[config.mk]
export PLATFORM = sky130hd
export DESIGN_NAME = truth_table_sweeper_flat
export DESIGN_NICKNAME = d
export VERILOG_FILES = /design/src/rtl/truth_table_pkg.sv /design/src/rtl/truth_table_sweeper_if.sv /design/src/rtl/sweep_settle_timer.sv /design/src/rtl/truth_table_sweeper.sv /design/src/flat_wrapper.sv
export SDC_FILE = /design/constraint.sdc
export NUM_CORES = 1
export LEC_CHECK = 0
export CAP_MARGIN = 15
export CELL_PAD_IN_SITES_DETAIL_PLACEMENT = 1
export CELL_PAD_IN_SITES_GLOBAL_PLACEMENT = 1
export CORE_ASPECT_RATIO = 1.4
export CORE_UTILIZATION = 30
export DETAILED_ROUTE_END_ITERATION = 8
export PLACE_DENSITY = 0.6
export SYNTH_ARGS = -nofsm -noshare
export SYNTH_HDL_FRONTEND = slang
export SYNTH_SLANG_ARGS = --single-unit
export TNS_END_PERCENT = 50
[constraint.sdc]
create_clock -name clk -period 2.3 [get_ports clk]
set_input_delay 0.69 -clock clk [delete_from_list [all_inputs] [get_ports clk]]
set_output_delay 0.69 -clock clk [all_outputs]
set_load 0.01 [all_outputs]
[src/rtl/truth_table_pkg.sv]
// Shared types and defaults for the truth-table sweeper: FSM state encoding and the
// expected truth table of F = A&(C&D | B) | B&~C.
package truth_table_pkg;

   localparam int unsigned N_IN_DEF   = 4;
   localparam int unsigned SETTLE_DEF = 2;

   // Bit i is F for input vector {A,B,C,D} = i, A being the MSB.
   localparam logic [15:0] EXP_TABLE_DEF = 16'hF830;

   typedef enum logic [1:0] {
      ST_IDLE   = 2'd0,
      ST_WAIT   = 2'd1,
      ST_SAMPLE = 2'd2,
      ST_DONE   = 2'd3
   } state_t;

endpackage

[src/rtl/truth_table_sweeper_if.sv]
// Test-controller side of the sweeper: start/abort requests and the sweep status/results.
interface truth_table_sweeper_if
   import truth_table_pkg::*;
#(
   parameter int unsigned N_IN = N_IN_DEF
);

   logic            start;
   logic            abort;
   logic            busy;
   logic            done;
   logic            pass;
   logic            aborted;
   logic [N_IN:0]   err_count;
   logic [N_IN-1:0] first_err_idx;

   // Test controller view
   modport master (
      output start, abort,
      input  busy, done, pass, aborted, err_count, first_err_idx
   );

   // Sweeper view
   modport slave (
      input  start, abort,
      output busy, done, pass, aborted, err_count, first_err_idx
   );

endinterface

[src/rtl/sweep_settle_timer.sv]
// Settle-time down-counter: loads SETTLE-1, decrements on request, flags when it reaches zero.
module sweep_settle_timer #(
   parameter int unsigned SETTLE = 2
) (
   input  logic clk,
   input  logic rst_n,
   input  logic load,
   input  logic dec,
   output logic expired_c
);

   localparam int unsigned CNT_W = (SETTLE > 1) ? $clog2(SETTLE) : 1;
   localparam logic [CNT_W-1:0] LOAD_VAL = CNT_W'(SETTLE - 1);

   logic [CNT_W-1:0] cnt_q;

   always_ff @(posedge clk or negedge rst_n) begin
      if (!rst_n) begin
         cnt_q <= '0;
      end else if (load) begin
         cnt_q <= LOAD_VAL;
      end else if (dec && (cnt_q != '0)) begin
         cnt_q <= cnt_q - 1'b1;
      end
   end

   assign expired_c = (cnt_q == '0);

endmodule

[src/rtl/truth_table_sweeper.sv]
// Sweeps all input vectors of a 4-input combinational block, samples F after a settle time and
// compares it with the expected truth table, keeping a mismatch count and the first failing index.
module truth_table_sweeper
   import truth_table_pkg::*;
#(
   parameter int unsigned          N_IN      = N_IN_DEF,
   parameter int unsigned          SETTLE    = SETTLE_DEF,
   parameter logic [2**N_IN-1:0]   EXP_TABLE = EXP_TABLE_DEF
) (
   input  logic                clk,
   input  logic                rst_n,
   truth_table_sweeper_if.slave ctl,
   input  logic                f_in,
   output logic [N_IN-1:0]     vec_out
);

   localparam logic [N_IN-1:0] IDX_LAST = {N_IN{1'b1}};

   state_t          state_q, state_d;
   logic [N_IN-1:0] idx_q, idx_d;
   logic [N_IN:0]   err_q, err_d;
   logic [N_IN-1:0] first_q, first_d;
   logic            pass_q, pass_d;
   logic            aborted_q, aborted_d;
   logic            busy_q, busy_d;
   logic            done_q, done_d;
   logic            tmr_load_c;
   logic            tmr_dec_c;
   logic            tmr_expired_c;

   sweep_settle_timer #(
      .SETTLE (SETTLE)
   ) u_settle_timer (
      .clk       (clk),
      .rst_n     (rst_n),
      .load      (tmr_load_c),
      .dec       (tmr_dec_c),
      .expired_c (tmr_expired_c)
   );

   always_ff @(posedge clk or negedge rst_n) begin
      if (!rst_n) begin
         state_q   <= ST_IDLE;
         idx_q     <= '0;
         err_q     <= '0;
         first_q   <= '0;
         pass_q    <= 1'b0;
         aborted_q <= 1'b0;
         busy_q    <= 1'b0;
         done_q    <= 1'b0;
      end else begin
         state_q   <= state_d;
         idx_q     <= idx_d;
         err_q     <= err_d;
         first_q   <= first_d;
         pass_q    <= pass_d;
         aborted_q <= aborted_d;
         busy_q    <= busy_d;
         done_q    <= done_d;
      end
   end

   // Next-state and result update; done is registered so it is high exactly while in ST_DONE.
   always_comb begin
      state_d    = state_q;
      idx_d      = idx_q;
      err_d      = err_q;
      first_d    = first_q;
      pass_d     = pass_q;
      aborted_d  = aborted_q;
      busy_d     = busy_q;
      done_d     = 1'b0;
      tmr_load_c = 1'b0;
      tmr_dec_c  = 1'b0;

      case (state_q)
         ST_IDLE: begin
            if (ctl.start) begin
               idx_d      = '0;
               err_d      = '0;
               first_d    = '0;
               pass_d     = 1'b0;
               aborted_d  = 1'b0;
               busy_d     = 1'b1;
               tmr_load_c = 1'b1;
               state_d    = ST_WAIT;
            end
         end

         ST_WAIT: begin
            if (ctl.abort) begin
               aborted_d = 1'b1;
               done_d    = 1'b1;
               state_d   = ST_DONE;
            end else if (tmr_expired_c) begin
               state_d = ST_SAMPLE;
            end else begin
               tmr_dec_c = 1'b1;
            end
         end

         ST_SAMPLE: begin
            // Abort wins over the compare: the sample taken in this cycle is discarded.
            if (ctl.abort) begin
               aborted_d = 1'b1;
               done_d    = 1'b1;
               state_d   = ST_DONE;
            end else begin
               if (f_in ^ EXP_TABLE[idx_q]) begin
                  err_d = err_q + 1'b1;
                  if (err_q == '0) begin
                     first_d = idx_q;
                  end
               end
               if (idx_q == IDX_LAST) begin
                  done_d  = 1'b1;
                  state_d = ST_DONE;
               end else begin
                  idx_d      = idx_q + 1'b1;
                  tmr_load_c = 1'b1;
                  state_d    = ST_WAIT;
               end
            end
         end

         ST_DONE: begin
            pass_d  = (err_q == '0) && !aborted_q;
            busy_d  = 1'b0;
            state_d = ST_IDLE;
         end

         default: begin
            state_d = ST_IDLE;
         end
      endcase
   end

   assign vec_out           = idx_q;
   assign ctl.busy          = busy_q;
   assign ctl.done          = done_q;
   assign ctl.pass          = pass_q;
   assign ctl.aborted       = aborted_q;
   assign ctl.err_count     = err_q;
   assign ctl.first_err_idx = first_q;

endmodule
[src/flat_wrapper.sv]
// flat-port wrapper written by rule: the top's interface ports become plain ports
module truth_table_sweeper_flat import truth_table_pkg::*;
#(
   parameter int unsigned          N_IN      = N_IN_DEF,
   parameter int unsigned          SETTLE    = SETTLE_DEF,
   parameter logic [2**N_IN-1:0]   EXP_TABLE = EXP_TABLE_DEF
)
  (clk, rst_n, f_in, vec_out, ctl_start, ctl_abort, ctl_busy, ctl_done, ctl_pass, ctl_aborted, ctl_err_count, ctl_first_err_idx);
  truth_table_sweeper_if #(.N_IN(N_IN)) ctl_i ();
  input  logic clk;
  input  logic rst_n;
  input  logic f_in;
  output logic [N_IN-1:0] vec_out;
  input wire logic [$bits(ctl_i.start)-1:0] ctl_start;
  input wire logic [$bits(ctl_i.abort)-1:0] ctl_abort;
  output wire logic [$bits(ctl_i.busy)-1:0] ctl_busy;
  output wire logic [$bits(ctl_i.done)-1:0] ctl_done;
  output wire logic [$bits(ctl_i.pass)-1:0] ctl_pass;
  output wire logic [$bits(ctl_i.aborted)-1:0] ctl_aborted;
  output wire logic [$bits(ctl_i.err_count)-1:0] ctl_err_count;
  output wire logic [$bits(ctl_i.first_err_idx)-1:0] ctl_first_err_idx;
  assign ctl_i.start = ctl_start;
  assign ctl_i.abort = ctl_abort;
  assign ctl_busy = ctl_i.busy;
  assign ctl_done = ctl_i.done;
  assign ctl_pass = ctl_i.pass;
  assign ctl_aborted = ctl_i.aborted;
  assign ctl_err_count = ctl_i.err_count;
  assign ctl_first_err_idx = ctl_i.first_err_idx;
  truth_table_sweeper #(.N_IN(N_IN), .SETTLE(SETTLE), .EXP_TABLE(EXP_TABLE)) u_core (.clk(clk), .rst_n(rst_n), .ctl(ctl_i), .f_in(f_in), .vec_out(vec_out));
endmodule
## After elaboration in Yosys (flattened, before gate mapping)

Memories as Yosys holds them, arrays and structs flattened.
Cells that the tools add are included.

- Logic and storage cells: 80
- Flip-flop bits (word level): 20
- Memory bits (read-only): 16
- Memories kept: 1
- Output and inout port bits: 17

- Bitwise gates (word level): 1
- Equal/unequal tests: 11
- Reductions and logical operators: 16
- Magnitude comparators: 1
- Multiplexer cells: 38
- Add/subtract/negate cells: 3

Memory list:

| memory | words | bits a word | read ports | clocked after Yosys merged registers in | wr ports | line | text |
|---|---|---|---|---|---|---|---|
| (name not given) | 16 | 1 | 1 | 0 | 0 | truth_table_sweeper.sv:109 | `if (f_in ^ EXP_TABLE[idx_q]) begin` |

Operators with widths:

| operator | count |
|---|---|
| 4-bit 2-to-1 mux | 6 |
| 4-bit one-hot mux with 2 select lines | 2 |
| 1-bit 2-to-1 mux | 15 |
| 5-bit 2-to-1 mux | 3 |
| 2-bit 2-to-1 mux | 5 |
| 1-bit one-hot mux with 2 select lines | 5 |
| 5-bit one-hot mux with 2 select lines | 1 |
| 2-bit one-hot mux with 4 select lines | 1 |
| 4-bit AND reduction | 2 |
| 2-bit nonzero test | 4 |
| 2-bit by 1-bit != test with 1-bit output (second input constant) | 3 |
| 2-bit != test (second input constant) | 3 |
| 5-bit by 1-bit adder with 5-bit output (second input constant) | 1 |
| 5-bit logical NOT | 1 |
| 4-bit by 5-bit < comparator with 1-bit output (second input constant) | 1 |
| 5-bit AND reduction | 1 |
| 4-bit by 1-bit adder with 4-bit output (second input constant) | 1 |
| 2-bit == test (second input constant) | 2 |
| 4-bit == test (second input constant) | 1 |
| 2-bit AND reduction | 2 |
| 3-bit != test (second input constant) | 1 |
| 3-bit AND reduction | 1 |
| 2-bit by 1-bit == test with 1-bit output (second input constant) | 1 |
| 1-bit logical AND | 2 |
| 5 further kinds | 5 |

## Logic depth before layout (Yosys ltp)

- Depth after elaboration: 6
- Gate-level depth with buffers: 8
- Gate-level depth less buffers: 7

## Modules after synthesis

Synthesis repeated with hierarchy kept, for this count alone.

- Cell total of the unflattened synthesis: 129
- Area total of the unflattened synthesis: 1,237.4 µm²

By module, submodules not included:

| module | area an instance (µm²) | instances | cells an instance | sequential area each (µm²) |
|---|---|---|---|---|
| truth_table_sweeper | 1,197.4 | 1 | 126 | 475.5 |
| sweep_settle_timer | 40.0 | 1 | 3 | 25.0 |

## Least setup slack after synthesis

OpenSTA, ideal clock, no wires.

- Path kind: register to register
- From: register u_core.idx_q[1], in the netlist u_core.vec_out[1]
- To: register u_core.err_q[1], in the netlist u_core.ctl.err_count[1]
- Library setup time: 0.080 ns
- Data arrival time: 1.867 ns
- Cell stages (with the launch flop): 8
- Period minus slack after synthesis: 1.947 ns
- Required time: 2.220 ns
- Path buffers: 0
- Setup slack: 0.353 ns
- Cell sequence: dfrtp_1 -> ha_1 -> inv_1 -> ha_1 -> nand2b_1 -> and3b_4 -> or4_4 -> o22ai_2

- Word-level cells in the longest chain between the ends: 5

RTL lines:

| item | line | text |
|---|---|---|
| from (decl) | truth_table_sweeper.sv:20 | `logic [N_IN-1:0] idx_q, idx_d;` |
| from (signal assigned) | truth_table_sweeper.sv:53 | `idx_q <= idx_d;` |
| memory read 16 x 1 bit | -- |  |
| 1-bit 2-to-1 mux (implied by the code) | truth_table_sweeper.sv:109 |  |
| 1-bit bitwise XOR | truth_table_sweeper.sv:109 |  |
| 2-bit by 1-bit != test with 1-bit output (no source line) | -- |  |
| 4-bit AND reduction (no source line) | -- |  |
| to (signal assigned) | truth_table_sweeper.sv:54 | `err_q <= err_d;` |
| to (decl) | truth_table_sweeper.sv:21 | `logic [N_IN:0] err_q, err_d;` |

Every way passes these cells. The select of a mux whose other input is x is not followed.
A chain may end at the register's enable or synchronous reset.

## Worst setup path in the final report

- From: register u_core.idx_q[0], in the netlist u_core.vec_out[0]
- To: register u_core.err_q[1], in the netlist u_core.ctl.err_count[1]

The elaborated chain is that of the path after synthesis.

==> results.ini <==
[clock_tree]
cts_buffers=3
clock_latency_ps=260
cts_setup_buffers=0
cts.path.max_buffers=2
holdBufCountCts=0
cts_tree=built
h-tree-depth=1
clk_pin_slew_worst_paths_ps=80
cts_root_buffer=clkbuf_8
cts_resized=0
clock_sinks=20

[sta]
fin_crit_sh_pct=89.4
setup_viol=0
maxSlewHeadroom_pct=70.1
setup_tns_ps=0
finalHoldViolations=0
skew_ps=2.83
worst_pin_slew_ps=442
slew_violations=0
fmax_mhz=487
period_needed_ps=2060
grt_setup_unrepaired=no

[finish]
final_net_count=185
area.sequential_um2=500
n_antenna_cell=0
stdcell_area_um2=1660
layout_common_cells=clkdlybuf4s50_1 (21), dfrtp_1 (20), nand2_1 (19)
final_layout_size_suffix_gt1_share_pct=15.3
final_common_cell=clkdlybuf4s50_1
nFillCells=473
multi_input_area_um2=703
area_growth_pct=32.7

[logic_synthesis]
yosysTopAreaCell=dfrtp_1
ys_ff_latch=20
ys_top_cells_by_area=dfrtp_1 (40%), ha_1 (9.0%), o211ai_1 (6.6%)
yosysTopAreaCellShare_pct=40.0
avgSynthCellArea_um2=9.28
syn_inst=135
synth_nets=149
synth_edf_count=0
synth_cell_types=39
synth_seq_area_share_pct=40.0
async_flop_share_pct=100
synthesis.area_um2=1250
yosys_warnings=0
ys.flop_type=dfrtp_1

[outcome]
status=completed

[placed_design]
hpwl_mm=2.58
portBuffers=21
placed_cell_area_um2=1600
gp_congestion=0.799

[global_route]
grt_pass1_wl_mm=5.69
grt_pass1_vias=1241
overflow=0
grt_max_degree=21
grt_antenna_before_repair=0
track_usage_pct=16.2

[die]
core_area_um2=3950
dieWidth_um=56.6
dieHeight_um=78.5
rows=27
die_area_um2=4440
pin_count=22
start_util_pct=31.7

[critical_path]
start_kind=flop
critPathCaptureType=flop
arrival_ps=2240
required_ps=2490
path_class=reg -> reg
crit_fanout=6

[detailed_routing]
vias_per_cell=5.34
drt_iter0_markers=11
avgRoutedWirePerCell_um=15.4
wl_mm=3.29
ant_nets=0
drc=0
drtPass1Iterations=2
num_vias=1137

[run]
maxCapViolations=0

[min_path]
min_path_type=reg -> reg

[pwr]
vdd.ir_drop.worst_v=0.000696
powerDensity_nw_per_um2=1070
power_leakage_uw=0.000695

-- worst paths after layout --
check / start / end / slack [ps] / cells past startpoint
worst min-delay path: u_core.ctl.pass / u_core.ctl.pass / 500 / 2
max in group asynchronous: rst_n / u_core.ctl.err_count[2] / 1310 / 2
worst max register to register: u_core.vec_out[0] / u_core.ctl.err_count[1] / 240 / 7
min in group asynchronous: rst_n / u_core.ctl.first_err_idx[2] / 770 / 2
worst max-delay path: u_core.vec_out[0] / u_core.ctl.err_count[1] / 240 / 7
worst min register to register: u_core.ctl.pass / u_core.ctl.pass / 500 / 2
-- critical path: stages (launching register included) --
cell	delay [ps]
dfrtp_1	450
ha_1	250
inv_1	60
ha_1	170
nand2b_1	180
and3b_4	240
or4_4	490
o22ai_2	140
-- cell type report --
| class | count | area share (%) |
|---|---|---|
| repair buffers | 34 | 18.5 |
| flip-flops and latches | 20 | 30.1 |
| well taps | 43 | 3.24 |
| multi-input cells | 101 | 42.3 |
| inverters | 11 | 2.48 |
| clock buffers | 4 | 3.31 |
-- logic make-up after synthesis --
family	after synthesis	synth area share, %
compound gates	37	20.9
mux	2	1.70
simple gates	53	24.2
buf+inv	14	4.30
flops	20	40.0
fa+ha+maj	9	8.99
-- flip-flops by register name (all words and copies together) (netlist names) --
| register | cells |
|---|---|
| u_core.ctl.pass | 1 |
| u_core.u_settle_timer.cnt_q | 1 |
| u_core.vec_out | 4 |
| u_core.ctl.first_err_idx | 4 |
| u_core.ctl.err_count | 5 |
| u_core.ctl.aborted | 1 |
| u_core.ctl.done | 1 |
| u_core.ctl.busy | 1 |
| u_core.state_q | 2 |
-- report_power, final --
group	total (µW)	switching [µW]	internal, µW	leakage (µW)
logic	958	504	454	0.000402
registers	551	97.3	454	0.000264
clock network	276	123	153	0.0000288
total	1780	724	1060	0.000695
-- layer usage --
metal / up-vias / wire [µm] / GRT usage [%]
li1: 566 / - / -
met5: - / 0 / 0
met1: 553 / 1430 / 19.1
met3: 4 / 79 / 2.31
met2: 14 / 1740 / 29.4
met4: 0 / 40 / 5.61
-- metrics by stage --
step	total power (µW)	util (%)	instances	setup slack [ps]	hold WS [ps]
2_1_floorplan	1070	-	135	353	394
3_3_place_gp	1500	40.5	209	90.0	482
3_5_place_dp	1530	40.5	209	6.58	493
4_1_cts	1820	41.9	213	154	511
5_1_grt	1940	42.0	213	117	560
6_report	1780	42.0	213	245	499
-- Yosys cell counts (2+ instances only) --
| master | n |
|---|---|
| dfrtp_1 | 20 |
| nand2_1 | 19 |
| inv_1 | 11 |
| o211ai_1 | 11 |
| ha_1 | 9 |
| a21oi_1 | 6 |
| nor2_1 | 6 |
| o21ai_0 | 5 |
| and3_1 | 4 |
| nand3_1 | 4 |
| a21boi_0 | 3 |
| a31oi_1 | 3 |
| nand2b_1 | 3 |
| clkbuf_1 | 2 |
| nand4b_1 | 2 |
| nor3b_1 | 2 |
| nor4b_1 | 2 |
| or4_1 | 2 |
Note: power is estimated with default switching activity, not from simulation.
==> variant: new RTL, config.mk and constraints unchanged <==
The package constant `N_IN_DEF` goes from 4 to 5.
--- a/src/rtl/truth_table_pkg.sv
+++ b/src/rtl/truth_table_pkg.sv
@@ -3,5 +3,5 @@
 package truth_table_pkg;
 
-   localparam int unsigned N_IN_DEF   = 4;
+   localparam int unsigned N_IN_DEF   = 5;
    localparam int unsigned SETTLE_DEF = 2;
 
Ports: changed (resized ctl_err_count, ctl_first_err_idx and vec_out); port bits go from 22 to 25. No check against the original RTL was run, so the function may have changed too.
==> variant against the original RTL <==
- cell count up 13%
- critical path type unchanged
- cell area up 8.7%
- largest power group unchanged
- sequential cell count up 3
- total power up 11%
- synthesized area up 11%
- highest routed layer unchanged
- wire length up 12%
- setup slack worse by 43 ps
==> variant: results (changes against the original RTL) <==
Finish
  – # diodes: 0 (unchanged)
  – Largest register FFs: 6 (was 5)
  – Nets: 194 (was 185)
  – Share of cells above drive strength 1: 10.7% (was 15.3%)
  – Non-Filler Instances: 240 (was 213)

Timing
  – Worst Skew: 5.13 ps (was 2.83 ps)
  – Hold slack: 543 ps (was 499 ps)
  – Slew headroom: 58.7% (was 70.1%)

Synthesis
  – Syn_area_per_cell: 9.49 um2 (was 9.28 um2)
  – Synth Area in Compound Gates: 19.5% (was 20.9%)
  – Most frequent cells after synthesis: dfrtp_1 (23), nand2_1 (19), ha_1 (10), inv_1 (10), a21oi_1 (8) (was dfrtp_1 (20), nand2_1 (19), inv_1 (11), o211ai_1 (11), ha_1 (9))
  – Synth Area in Adders: 8.97% (was 8.99%)
  – Post-synthesis share of cell area spent on xor and xnor gates: 1.17% (was 0%)
  – Post-synthesis mux area share: 2.24% (was 1.70%)
  – Yosys warns: 0 (unchanged)
  – Register area share after synthesis: 41.3% (was 40.0%)
  – Syn nets: 162 (was 149)
  – Top cells by area, synth: dfrtp_1 (41%), ha_1 (9.0%), nand2_1 (5.1%) (was dfrtp_1 (40%), ha_1 (9.0%), o211ai_1 (6.6%))
  – Distinct cells, synth: 39 (unchanged)

Global route
  – First-pass GRT wire length: 6.17 mm (was 5.69 mm)
  – Largest net degree at the start of global routing: 24 (was 21)
  – Initial antenna violation count: 0 (unchanged)
  – Total GRT Usage: 16.7% (was 16.2%)
  – Vias in the first global route: 1273 (was 1241)

Status
  – Status: complete, no violations (unchanged)

Placed design
  – DP HPWL: 2.76 mm (was 2.58 mm)
  – Buffers added on ports: 24 (was 21)
  – GPL Wtd Cong: 0.745 (was 0.799)
  – Post-place setup slack: -62.3 ps (was 6.58 ps)

Critical path
  – CP max-delay cell: dfrtp_1 (was or4_4)
  – CP max FO: 15 (was 6)
  – Largest stage delay, worst path: 450 ps (was 490 ps)
  – R2R Setup Slk: 200 ps (was 240 ps)
  – Worst r2r dst: u_core.ctl.first_err_idx[1]$_DFFE_PN0P_ (was u_core.ctl.err_count[1]$_DFFE_PN0P_)
  – Crit path DAT: 2300 ps (was 2240 ps)
  – Worst r2r path cells: 8 (was 7)

Drt
  – Iteration count of the initial detailed-routing pass: 4 (was 2)
  – DRT iter0 DRCs: 83 (was 11)
  – Via/cell ratio: 5.17 (was 5.34)
  – Post-Route WL: 3.67 mm (was 3.29 mm)

Clocking
  – Total CTS buffers: 3 (unchanged)
  – Worst skew pair latency: 280 ps (was 260 ps)
  – Root buf cell: clkbuf_8 (unchanged)

Min path
  – Hold Crit Endpoint: u_core.ctl.first_err_idx[3]$_DFFE_PN0P_ (was u_core.ctl.pass$_DFFE_PN0P_)
  – HP Start: u_core.ctl.first_err_idx[3]$_DFFE_PN0P_ (was u_core.ctl.pass$_DFFE_PN0P_)

Pwr
  – Clk. pwr: 0.270 mW (was 0.276 mW)
  – Logic power comb: 1.06 mW (was 0.958 mW)
  – Leak Pwr: 0.811 nW (was 0.695 nW)
  – Psw: 0.827 mW (was 0.724 mW)
  – Max IR drop VDD: 486 uV (was 696 uV)
variant: area by class of cell:
cell class / count / area (um2)
clock inverters: 1 / 5.00
multi-input cells: 107 / 753
flip-flops and latches: 23 / 576
fillers: 565 / 2690
repair buffers: 34 / 315
well taps: 62 / 77.6
inverters: 10 / 37.5
clock buffers: 3 / 41.3
variant: per-stage QoR:
stage	utilization (%)	area (um2)	power, mW
after floorplan	-	1400	1.25
final	40.1	1810	1.98
after global placement	38.8	1750	1.69
after detailed placement	38.8	1750	1.73
after CTS	39.9	1790	2.00
after global routing	40.1	1810	2.15
variant: cell families after synthesis:
family / after synthesis
AND/OR/NAND/NOR: 54
AO/OA/AOI/OAI: 39
flip-flops: 23
buffers and inverters: 17
adder cells (fa/ha/maj): 10
multiplexers: 3
XOR/XNOR: 1
variant: worst max-delay path by stage:
stage,from,end,slack (ps),cells after the start
6_report,u_core.vec_out[0]$_DFFE_PN0P_,u_core.ctl.first_err_idx[1]$_DFFE_PN0P_,200,8
5_1_grt,u_core.vec_out[0]$_DFFE_PN0P_,u_core.ctl.first_err_idx[3]$_DFFE_PN0P_,-20,8
4_1_cts,u_core.vec_out[0]$_DFFE_PN0P_,u_core.ctl.first_err_idx[1]$_DFFE_PN0P_,50,8
3_5_place_dp,ctl_start,u_core.ctl.err_count[5]$_DFFE_PN0P_,-60,7
3_3_place_gp,ctl_start,u_core.ctl.err_count[5]$_DFFE_PN0P_,-20,7
2_1_floorplan,u_core.vec_out[1]$_DFFE_PN0P_,u_core.vec_out[3]$_DFFE_PN0P_,310,7
variant: per-layer routing:
layer | global-route usage (%) | up-vias | share of wire [%]
li1 | - | 592 | -
met1 | 20.3 | 627 | 43
met2 | 29.8 | 15 | 53
met3 | 1.40 | 7 | 1.5
met4 | 7.21 | 0 | 1.8
met5 | 0 | - | 0
